`src/rtl/mem_req_arbiter.sv`:
```
// mem_req_arbiter: shares one SRAM-like port between inst and data masters.
// In-order responses are routed back using a FIFO of accepted master ids.
module mem_req_arbiter #(
    parameter int MAX_OUTSTANDING = 4,
    parameter int STARVE_LIMIT    = 8
) (
    input  logic        i_clk,
    input  logic        i_reset,
    input  logic        i_inst_sram_req,
    input  logic        i_inst_sram_wr,
    input  logic [1:0]  i_inst_sram_size,
    input  logic [3:0]  i_inst_sram_wstrb,
    input  logic [31:0] i_inst_sram_addr,
    input  logic [31:0] i_inst_sram_wdata,
    output logic        o_inst_sram_addr_ok,
    output logic        o_inst_sram_data_ok,
    output logic [31:0] o_inst_sram_rdata,
    input  logic        i_data_sram_req,
    input  logic        i_data_sram_wr,
    input  logic [1:0]  i_data_sram_size,
    input  logic [3:0]  i_data_sram_wstrb,
    input  logic [31:0] i_data_sram_addr,
    input  logic [31:0] i_data_sram_wdata,
    output logic        o_data_sram_addr_ok,
    output logic        o_data_sram_data_ok,
    output logic [31:0] o_data_sram_rdata,
    output logic        o_mem_req,
    output logic        o_mem_wr,
    output logic [1:0]  o_mem_size,
    output logic [3:0]  o_mem_wstrb,
    output logic [31:0] o_mem_addr,
    output logic [31:0] o_mem_wdata,
    input  logic        i_mem_addr_ok,
    input  logic        i_mem_data_ok,
    input  logic [31:0] i_mem_rdata,
    output logic        o_err_spurious_ok
);
    localparam int AW = $clog2(MAX_OUTSTANDING);
    localparam int SW = $clog2(STARVE_LIMIT + 1);
    localparam logic [AW:0]   FULL = (AW + 1)'(MAX_OUTSTANDING);
    localparam logic [AW:0]   ONE  = (AW + 1)'(1);
    localparam logic [SW-1:0] SLIM = SW'(STARVE_LIMIT);

    typedef enum logic [1:0] {
        IDLE   = 2'd0,
        HOLD_D = 2'd1,
        HOLD_I = 2'd2
    } state_t;

    state_t        r_state;
    logic [AW-1:0] r_wptr;
    logic [AW-1:0] r_rptr;
    logic [AW:0]   r_count;
    logic          r_ids [MAX_OUTSTANDING];
    logic [SW-1:0] r_starve;
    logic          r_err;

    logic w_empty;
    logic w_pop;
    logic w_full;
    logic w_head;
    logic w_pick_data;
    logic w_gnt_data;
    logic w_gnt_req;
    logic w_acc;

    // A pop in the same cycle frees a slot, so a full FIFO may still accept.
    assign w_empty = (r_count == '0);
    assign w_pop   = i_mem_data_ok && !w_empty && !i_reset;
    assign w_full  = (r_count == FULL) && !w_pop;
    assign w_head  = r_ids[r_rptr];

    // Data wins by default; a starved inst beats a competing data request.
    assign w_pick_data = i_data_sram_req &&
                         !(i_inst_sram_req && (r_starve >= SLIM));
    assign w_gnt_data  = (r_state == HOLD_D) ||
                         ((r_state == IDLE) && w_pick_data);
    assign w_gnt_req   = w_gnt_data ? i_data_sram_req : i_inst_sram_req;
    assign w_acc       = o_mem_req && i_mem_addr_ok;

    assign o_mem_req   = w_gnt_req && !w_full && !i_reset;
    assign o_mem_wr    = w_gnt_data ? i_data_sram_wr    : i_inst_sram_wr;
    assign o_mem_size  = w_gnt_data ? i_data_sram_size  : i_inst_sram_size;
    assign o_mem_wstrb = w_gnt_data ? i_data_sram_wstrb : i_inst_sram_wstrb;
    assign o_mem_addr  = w_gnt_data ? i_data_sram_addr  : i_inst_sram_addr;
    assign o_mem_wdata = w_gnt_data ? i_data_sram_wdata : i_inst_sram_wdata;

    assign o_inst_sram_addr_ok = w_acc && !w_gnt_data;
    assign o_data_sram_addr_ok = w_acc && w_gnt_data;
    assign o_inst_sram_data_ok = w_pop && !w_head;
    assign o_data_sram_data_ok = w_pop && w_head;
    assign o_inst_sram_rdata   = i_mem_rdata;
    assign o_data_sram_rdata   = i_mem_rdata;
    assign o_err_spurious_ok   = r_err;

    // Grant FSM: a stalled grant is held until the bridge accepts it.
    always_ff @(posedge i_clk) begin
        if (i_reset) begin
            r_state <= IDLE;
        end else begin
            unique case (r_state)
                IDLE: begin
                    if (o_mem_req && !i_mem_addr_ok)
                        r_state <= w_gnt_data ? HOLD_D : HOLD_I;
                end
                HOLD_D, HOLD_I: begin
                    if (w_acc || !w_gnt_req)
                        r_state <= IDLE;
                end
                default: r_state <= IDLE;
            endcase
        end
    end

    // Order FIFO pointers and occupancy.
    always_ff @(posedge i_clk) begin
        if (i_reset) begin
            r_wptr  <= '0;
            r_rptr  <= '0;
            r_count <= '0;
        end else begin
            if (w_acc)
                r_wptr <= r_wptr + 1'b1;
            if (w_pop)
                r_rptr <= r_rptr + 1'b1;
            unique case ({w_acc, w_pop})
                2'b10:   r_count <= r_count + ONE;
                2'b01:   r_count <= r_count - ONE;
                default: r_count <= r_count;
            endcase
        end
    end

    // Order FIFO storage: master id of each accepted request.
    always_ff @(posedge i_clk) begin
        if (w_acc)
            r_ids[r_wptr] <= w_gnt_data;
    end

    // Count cycles inst waits while requesting; saturates at the limit.
    always_ff @(posedge i_clk) begin
        if (i_reset) begin
            r_starve <= '0;
        end else if (!i_inst_sram_req || o_inst_sram_addr_ok) begin
            r_starve <= '0;
        end else if (w_gnt_data && (r_starve < SLIM)) begin
            r_starve <= r_starve + 1'b1;
        end
    end

    // Sticky flag for a response with nothing outstanding.
    always_ff @(posedge i_clk) begin
        if (i_reset)
            r_err <= 1'b0;
        else if (i_mem_data_ok && w_empty)
            r_err <= 1'b1;
    end
endmodule

```
`config.mk`:
```
export PLATFORM = sky130hd
export DESIGN_NAME = mem_req_arbiter
export DESIGN_NICKNAME = d
export VERILOG_FILES = /design/src/rtl/mem_req_arbiter.sv
export SDC_FILE = /design/constraint.sdc
export NUM_CORES = 1
export LEC_CHECK = 0
export CAP_MARGIN = 0
export CORE_AREA = 2 2 125 127
export CTS_CLUSTER_DIAMETER = 120
export DETAILED_ROUTE_END_ITERATION = 10
export DIE_AREA = 0 0 127 129
export MAX_ROUTING_LAYER = met4
export PLACE_DENSITY = 0.67
export SYNTH_ARGS = -nofsm -noshare
export SYNTH_HDL_FRONTEND = slang
export SYNTH_SLANG_ARGS = --single-unit
```
`constraint.sdc`:
```
create_clock -name i_clk -period 4.8 [get_ports i_clk]
set_clock_uncertainty 0.1 [all_clocks]
set_input_delay 0.96 -clock i_clk [delete_from_list [all_inputs] [get_ports i_clk]]
set_output_delay 0.96 -clock i_clk [all_outputs]
set_load 0.01 [all_outputs]
```
==> results.md, run 1 <==
- Final setup margin: 0.711 ns
- I/O pin total: 321
- Num CTS Buffers: 3
- Total gr overflow: 0
- Initial antenna violation count: 0
- # hold bufs at CTS: 0
- Sequential fraction of the synthesis area: 18.2%
- DRT iter0 DRCs: ~120
- Average size of a mapped cell: 6.01 sq um
- Final hold viol count: 0
- Vias in the first global route: 2706
- Area added between synthesis and finish: 86.1%
- DP Area: ~4400 sq um
- Reg2reg setup slack: slightly above 2 ns
- DRT Pass-1 Iters: 4
- RSZ-0062 raised after global routing: no
- H-tree levels: 1
- Total GRT Usage: 12.2%
- Largest net degree at the start of global routing: 49
- Setup crit end kind: primary output
- CTS tree: built
- Critical path origin: i_data_sram_req
- Worst setup path endpoint: o_mem_addr[13]
- Status: complete, no violations
- #FFs+latches synth: 20
- Post-Syn Instances: 403
- Max-cap violations: 0
- Final hold slack: roughly 0.38 ns
- Worst-case clock buffer depth: 2
- Avg WL per Cell: 14.6 microns
- Nets: ~750
- DR DRC count: 0
- Fmax: approximately 240 MHz
- Fin area: about 4500 sq um
- Ys Warns: 0
- Min-Delay Path Class: flop to flop
- Setup bufs post-CTS: 0
- Die Wd: about 130 microns
- Die area: 16400 sq um
- Gpl congestion: 0.827
- Slew margin rel.: 63.9%
- Clock Latency Late Sink: 0.25 ns
- Core Region: 15000 sq um
- IO Port Bufs: 224
- Slew of the pin with the lowest slew margin: ~0.54 ns
- Row cnt: 45
- Clock Pin Slew Worst Setup and Hold Paths: roughly 0.060 ns
- Number of cells on the worst reg-to-reg path: 11
- Leakage: slightly below 2 nW
- Syn_nets: between 500 and 600
- Layout cell share with drive strength beyond 1: 2.88%
- Detail-routed via count per cell: between 3 and 4
- First-pass GRT wire length: 15400 microns
- Period utilization: a little under nine tenths
- Worst r2r src: r_state[0]
- Final Critical Period: 4.09 ns
- CP Launch Type: input pin
- # fillers: 1596
- CP arrival: 3.03 ns
- Antenna diodes: 0
- Final setup viols: 0
- TNS Setup: 0 ns
- DR vias: 2885
- Post-Syn Area: between 2000 and 2500 sq um
- Pwr dens: 473 nW/um^2
- Count of different cell masters after synthesis: 37
- Die Ht: around 130 microns
- Clock Tree Root: clkbuf_16
- Initial Util: 16.2%
- Dpl ws: 0.710 ns
- Routed WL: around 11000 microns
- Reg2reg end: r_count[2]
- Worst VDD drop: 0.278 mV
- Critical path fanouts, max: 48
- Antenna Nets Post-Route: 0
- CTS resizes: 0
- Clock sinks: 20
- Max-slew violation count: 0
- WP data required: 3.74 ns
- Detailed placement HPWL: between 8000 and 9000 microns
- Crit path kind: input pin to primary output
layer usage:
metal	part of all wire (%)	wire, microns	global-route usage [%]
met1	44	4760	16.2
met2	45	4870	18.7
met3	11	1150	4.41
met4	0.63	68	0.711
met5	0	0	-
synthesized netlist by cell type:
master | count | area, sq um
or4b_4 | 1 | 13.8
nor4b_1 | 1 | 8.76
o31ai_1 | 1 | 7.51
o21ai_0 | 3 | 15.0
and4b_1 | 1 | 10.0
a21oi_2 | 2 | 17.5
fa_1 | 1 | 20.0
ha_1 | 9 | 113
a21oi_1 | 6 | 30.0
o32ai_1 | 1 | 8.76
and2_1 | 6 | 37.5
o311ai_2 | 1 | 16.3
nand3_1 | 2 | 10.0
mux4_2 | 1 | 22.5
edfxtp_1 | 4 | 120
buf_2 | 9 | 45.0
nor3b_1 | 1 | 7.51
nor2b_1 | 2 | 12.5
nand4_1 | 1 | 6.26
mux2_1 | 2 | 22.5
o21a_1 | 1 | 7.51
xnor2_1 | 3 | 26.3
o211ai_1 | 1 | 7.51
nor2_1 | 12 | 45.0
nor3_1 | 4 | 20.0
o2111a_1 | 1 | 11.3
buf_1 | 1 | 3.75
and3_1 | 2 | 12.5
buf_4 | 64 | 480
nand2b_1 | 1 | 6.26
nand2_1 | 216 | 811
dfxtp_1 | 16 | 320
xor2_1 | 3 | 26.3
or3_1 | 1 | 6.26
inv_1 | 14 | 52.6
o2111ai_2 | 1 | 15.0
clkbuf_1 | 7 | 26.3
flip-flops by register name (all words and copies together), names as in the netlist, named ones only:
signal and count:
o_err_spurious_ok 1, r_ids 4, r_wptr 2, r_state 2, r_count 3, r_rptr 2
r_starve 4
cells in the final DEF, fill, tap and decap left out, drive strengths merged, types with 2 or more instances in the layout:
cell           synthesis  layout
ha                     9       9
dfxtp                 16      16
o21ai                  3       3
nor2b                  2       2
clkbuf                 7       3
edfxtp                 4       4
xnor2                  3       3
nor3                   4       4
clkdlybuf4s50          0     224
nor2                  12      12
nand2                216     216
nand3                  2       2
a21oi                  8       8
xor2                   3       3
and3                   2       2
mux2                   2       2
and2                   6       6
inv                   14      14
buf                   74       5
metrics by stage:
step                power (mW)  std cells  util (%)
floorplan                 1.04        403         -
global placement          1.92        739      29.4
detailed placement        1.92        739      29.4
CTS                       2.17        743      30.1
global route              2.29        743      30.1
finish                    2.13        743      30.1
how the worst min path moves through the flow:
stage | startpoint | endpoint | slack, ns | depth (start not counted)
2_1_floorplan | r_count[2] | r_count[2] | 0.38 | 2
3_3_place_gp | o_err_spurious_ok | o_err_spurious_ok | 0.36 | 2
3_5_place_dp | o_err_spurious_ok | o_err_spurious_ok | 0.37 | 2
4_1_cts | o_err_spurious_ok | o_err_spurious_ok | 0.38 | 2
5_1_grt | o_err_spurious_ok | o_err_spurious_ok | 0.43 | 2
6_report | o_err_spurious_ok | o_err_spurious_ok | 0.38 | 2
worst max-delay path, cell delays in order:
cell	delay, ns
clkdlybuf4s50_1	0.51
and2_1	0.20
a21oi_4	0.09
inv_2	0.06
buf_4	0.39
nand2_1	0.10
nand2_1	0.08
clkdlybuf4s50_1	0.59
cell families after synthesis:
logic type | count (synthesis) | share of synthesized area [%]
flops | 20 | 18.2
simple gates | 251 | 41.6
mux | 3 | 1.86
buf+inv | 95 | 25.1
compound gates | 18 | 5.63
xor+xnor | 6 | 2.17
fa+ha+maj | 10 | 5.48
area by class of cell:
class	instances	area, sq um	share of cell area [%]
Clock inverter	1	30.0	0.666
Clock buffer	3	75.1	1.67
Multi-Input combinational cell	288	1380	30.6
Tap cell	188	235	5.22
Inverter	14	52.6	1.17
Timing Repair Buffer	229	2290	50.9
Sequential cell	20	440	9.77
report_power, final:
| part | internal [mW] | total, mW | switching (mW) |
|---|---|---|---|
| Sequential | 0.199 | 0.214 | 0.0155 |
| Clock | 0.165 | 0.228 | 0.0628 |
| Combinational | 0.840 | 1.69 | 0.847 |
Note: power is estimated with default switching activity, not from simulation.
==> inputs of run 2 (changes only) <==
==> constraint.sdc (replaced) <==
create_clock -name i_clk -period 5.1 [get_ports i_clk]
set_clock_uncertainty 0.1 [all_clocks]
set_input_delay 1.02 -clock i_clk [delete_from_list [all_inputs] [get_ports i_clk]]
set_output_delay 1.02 -clock i_clk [all_outputs]
set_load 0.01 [all_outputs]
==> run 2 against run 1 <==
Compared with the run above:
- cell area barely moved
- non-clock buffer count fell by 2
- first-iteration DRC count rose by 26%
- critical path depth did not move
- die area did not move
- hold slack improved by 0.0025 ns
- largest power group unchanged
- wire length barely moved
- register-to-register slack improved by 0.30 ns
==> results.md, run 2 (synthesis results as in run 1) <==
- Status: complete, no violations
- Total GRT Usage: 12.1%
- Total gr overflow: 0
- Registers with the most flip-flops: r_ids x4, r_starve x4, r_count x3
- Initial antenna violation count: 0
- Clock sinks: 20
- Clock Latency Late Sink: 0.25 ns
- Leakage: about 2.0 nW
- Final hold viol count: 0
- Num CTS Buffers: 3
- Worst r2r src: r_state[0]
- CTS tree: built
- Clock Pin Slew Worst Setup and Hold Paths: 0.06 ns
- Layout cell share with drive strength beyond 1: 2.53%
- Final Core Density: a little under a third
- Commonest non-fill, non-tap cell in the layout: clkdlybuf4s50_1
- RSZ-0062 raised after global routing: no
- Min-Delay Path Class: flop to flop
- Antenna diodes: 0
- Max-cap violations: 0
- WP data required: 3.98 ns
- DR vias: 2871
- Cells on Worst Hold Path: 2
- Die Ht: 129 microns
- Min-Delay Endpoint: o_err_spurious_ok
- Slew of the pin with the lowest slew margin: 0.535 ns
- Final setup margin: 0.729 ns
- # hold bufs at CTS: 0
- Reg2reg setup slack: 2.33 ns
- Vias in the first global route: 2725
- Detailed placement HPWL: 8790 microns
- Area added between synthesis and finish: 86.0%
- DRT iter0 DRCs: 145
- Avg WL per Cell: between 10 and 15 microns
- Min-delay src: o_err_spurious_ok
- Crit path kind: input pin to primary output
- Dpl ws: 0.727 ns
- First-pass GRT wire length: between 15000 and 20000 microns
- Core Region: roughly 15000 sq um
- Routed WL: between 10000 and 15000 microns
- Reg2reg end: r_count[2]
- Final Critical Period: 4.37 ns
- Period utilization: between 80% and 90%
- Setup bufs post-CTS: 0
- I/O pin total: roughly 320
- Final setup viols: 0
- Die Wd: roughly 130 microns
- Number of cells on the worst reg-to-reg path: 11
- DRT Pass-1 Iters: 4
- Max-slew violation count: 0
- Die area: 16400 sq um
- IO Port Bufs: ~220
- Clock Tree Root: clkbuf_16
- Nets: about 740
- Most frequent cells in the layout: clkdlybuf4s50_1, nand2_1, dfxtp_1, inv_1, nor2_1
- TNS Setup: 0 ns
- CP arrival: 3.25 ns
- Antenna Nets Post-Route: 0
- CP Launch Type: input pin
- Detail-routed via count per cell: 3.87
- Setup crit end kind: primary output
- H-tree levels: 1
- Worst-case clock buffer depth: 2
- CTS resizes: 0
- Fmax: 229 MHz
- Critical path fanouts, max: 55
- Pwr dens: ~440 nW/um^2
- Slew margin rel.: 64.3%
- Worst VDD drop: 0.247 mV
- DR DRC count: 0
- Largest net degree at the start of global routing: 76
- Initial Util: 16.2%
- Row cnt: 45
- Gpl congestion: 0.792
==> run 2: cell count changes in the layout (fill, tap and decap cells not counted) <==
cell and change:
buf_4 -3, buf_12 +1
==> run 2: metrics by stage <==
stage,cells,area (sq um),hold WS (ns),total power [mW]
floorplan,403,2420,0.375,0.980
global placement,737,4400,0.362,1.81
detailed placement,737,4400,0.380,1.81
CTS,741,4500,0.397,2.03
global route,741,4500,0.430,2.16
finish,741,4500,0.387,2.00
==> run 2: layout make-up <==
cell class / count / area (sq um)
fillers: 1622 / 10500
clock buffers: 3 / 75.1
inverters: 14 / 52.6
multi-input cells: 288 / 1380
repair buffers: 227 / 2290
flip-flops and latches: 20 / 440
well taps: 188 / 235
clock inverters: 1 / 30.0
==> run 2: worst max path at each step <==
stage               startpoint             end  slack, ns  cells past startpoint
4_1_cts        i_data_sram_req  o_mem_wstrb[1]       0.71                      8
3_3_place_gp   i_data_sram_req  o_mem_wstrb[1]       0.72                      8
3_5_place_dp   i_data_sram_req  o_mem_wstrb[1]       0.73                      8
5_1_grt        i_data_sram_req  o_mem_wstrb[1]       0.56                      8
2_1_floorplan    i_mem_data_ok      r_count[2]       1.97                      9
6_report       i_data_sram_req   o_mem_size[0]       0.73                      8
==> run 2: layer usage <==
metal / part of all wire, % / wire (microns) / up-vias / track usage [%]
met5: 0 / 0 / - / -
met4: 0.42 / 46 / 0 / 0.711
met3: 11 / 1180 / 9 / 4.03
met2: 45 / 4910 / 180 / 18.9
met1: 43 / 4730 / 1206 / 16.1
li1: - / - / 1476 / -
==> run 2: critical path, stage by stage <==
cell and delay, ns:
clkdlybuf4s50_1 0.50, and2_1 0.19, a21oi_4 0.08, inv_2 0.36, buf_12 0.29, nand2_1 0.09, nand2_1 0.07, clkdlybuf4s50_1 0.58
==> run 2: power by group <==
part | leakage [nW] | internal, mW | switching (mW)
Clock | 0.0511 | 0.156 | 0.0581
Sequential | 0.166 | 0.187 | 0.0147
Combinational | 1.76 | 0.791 | 0.797
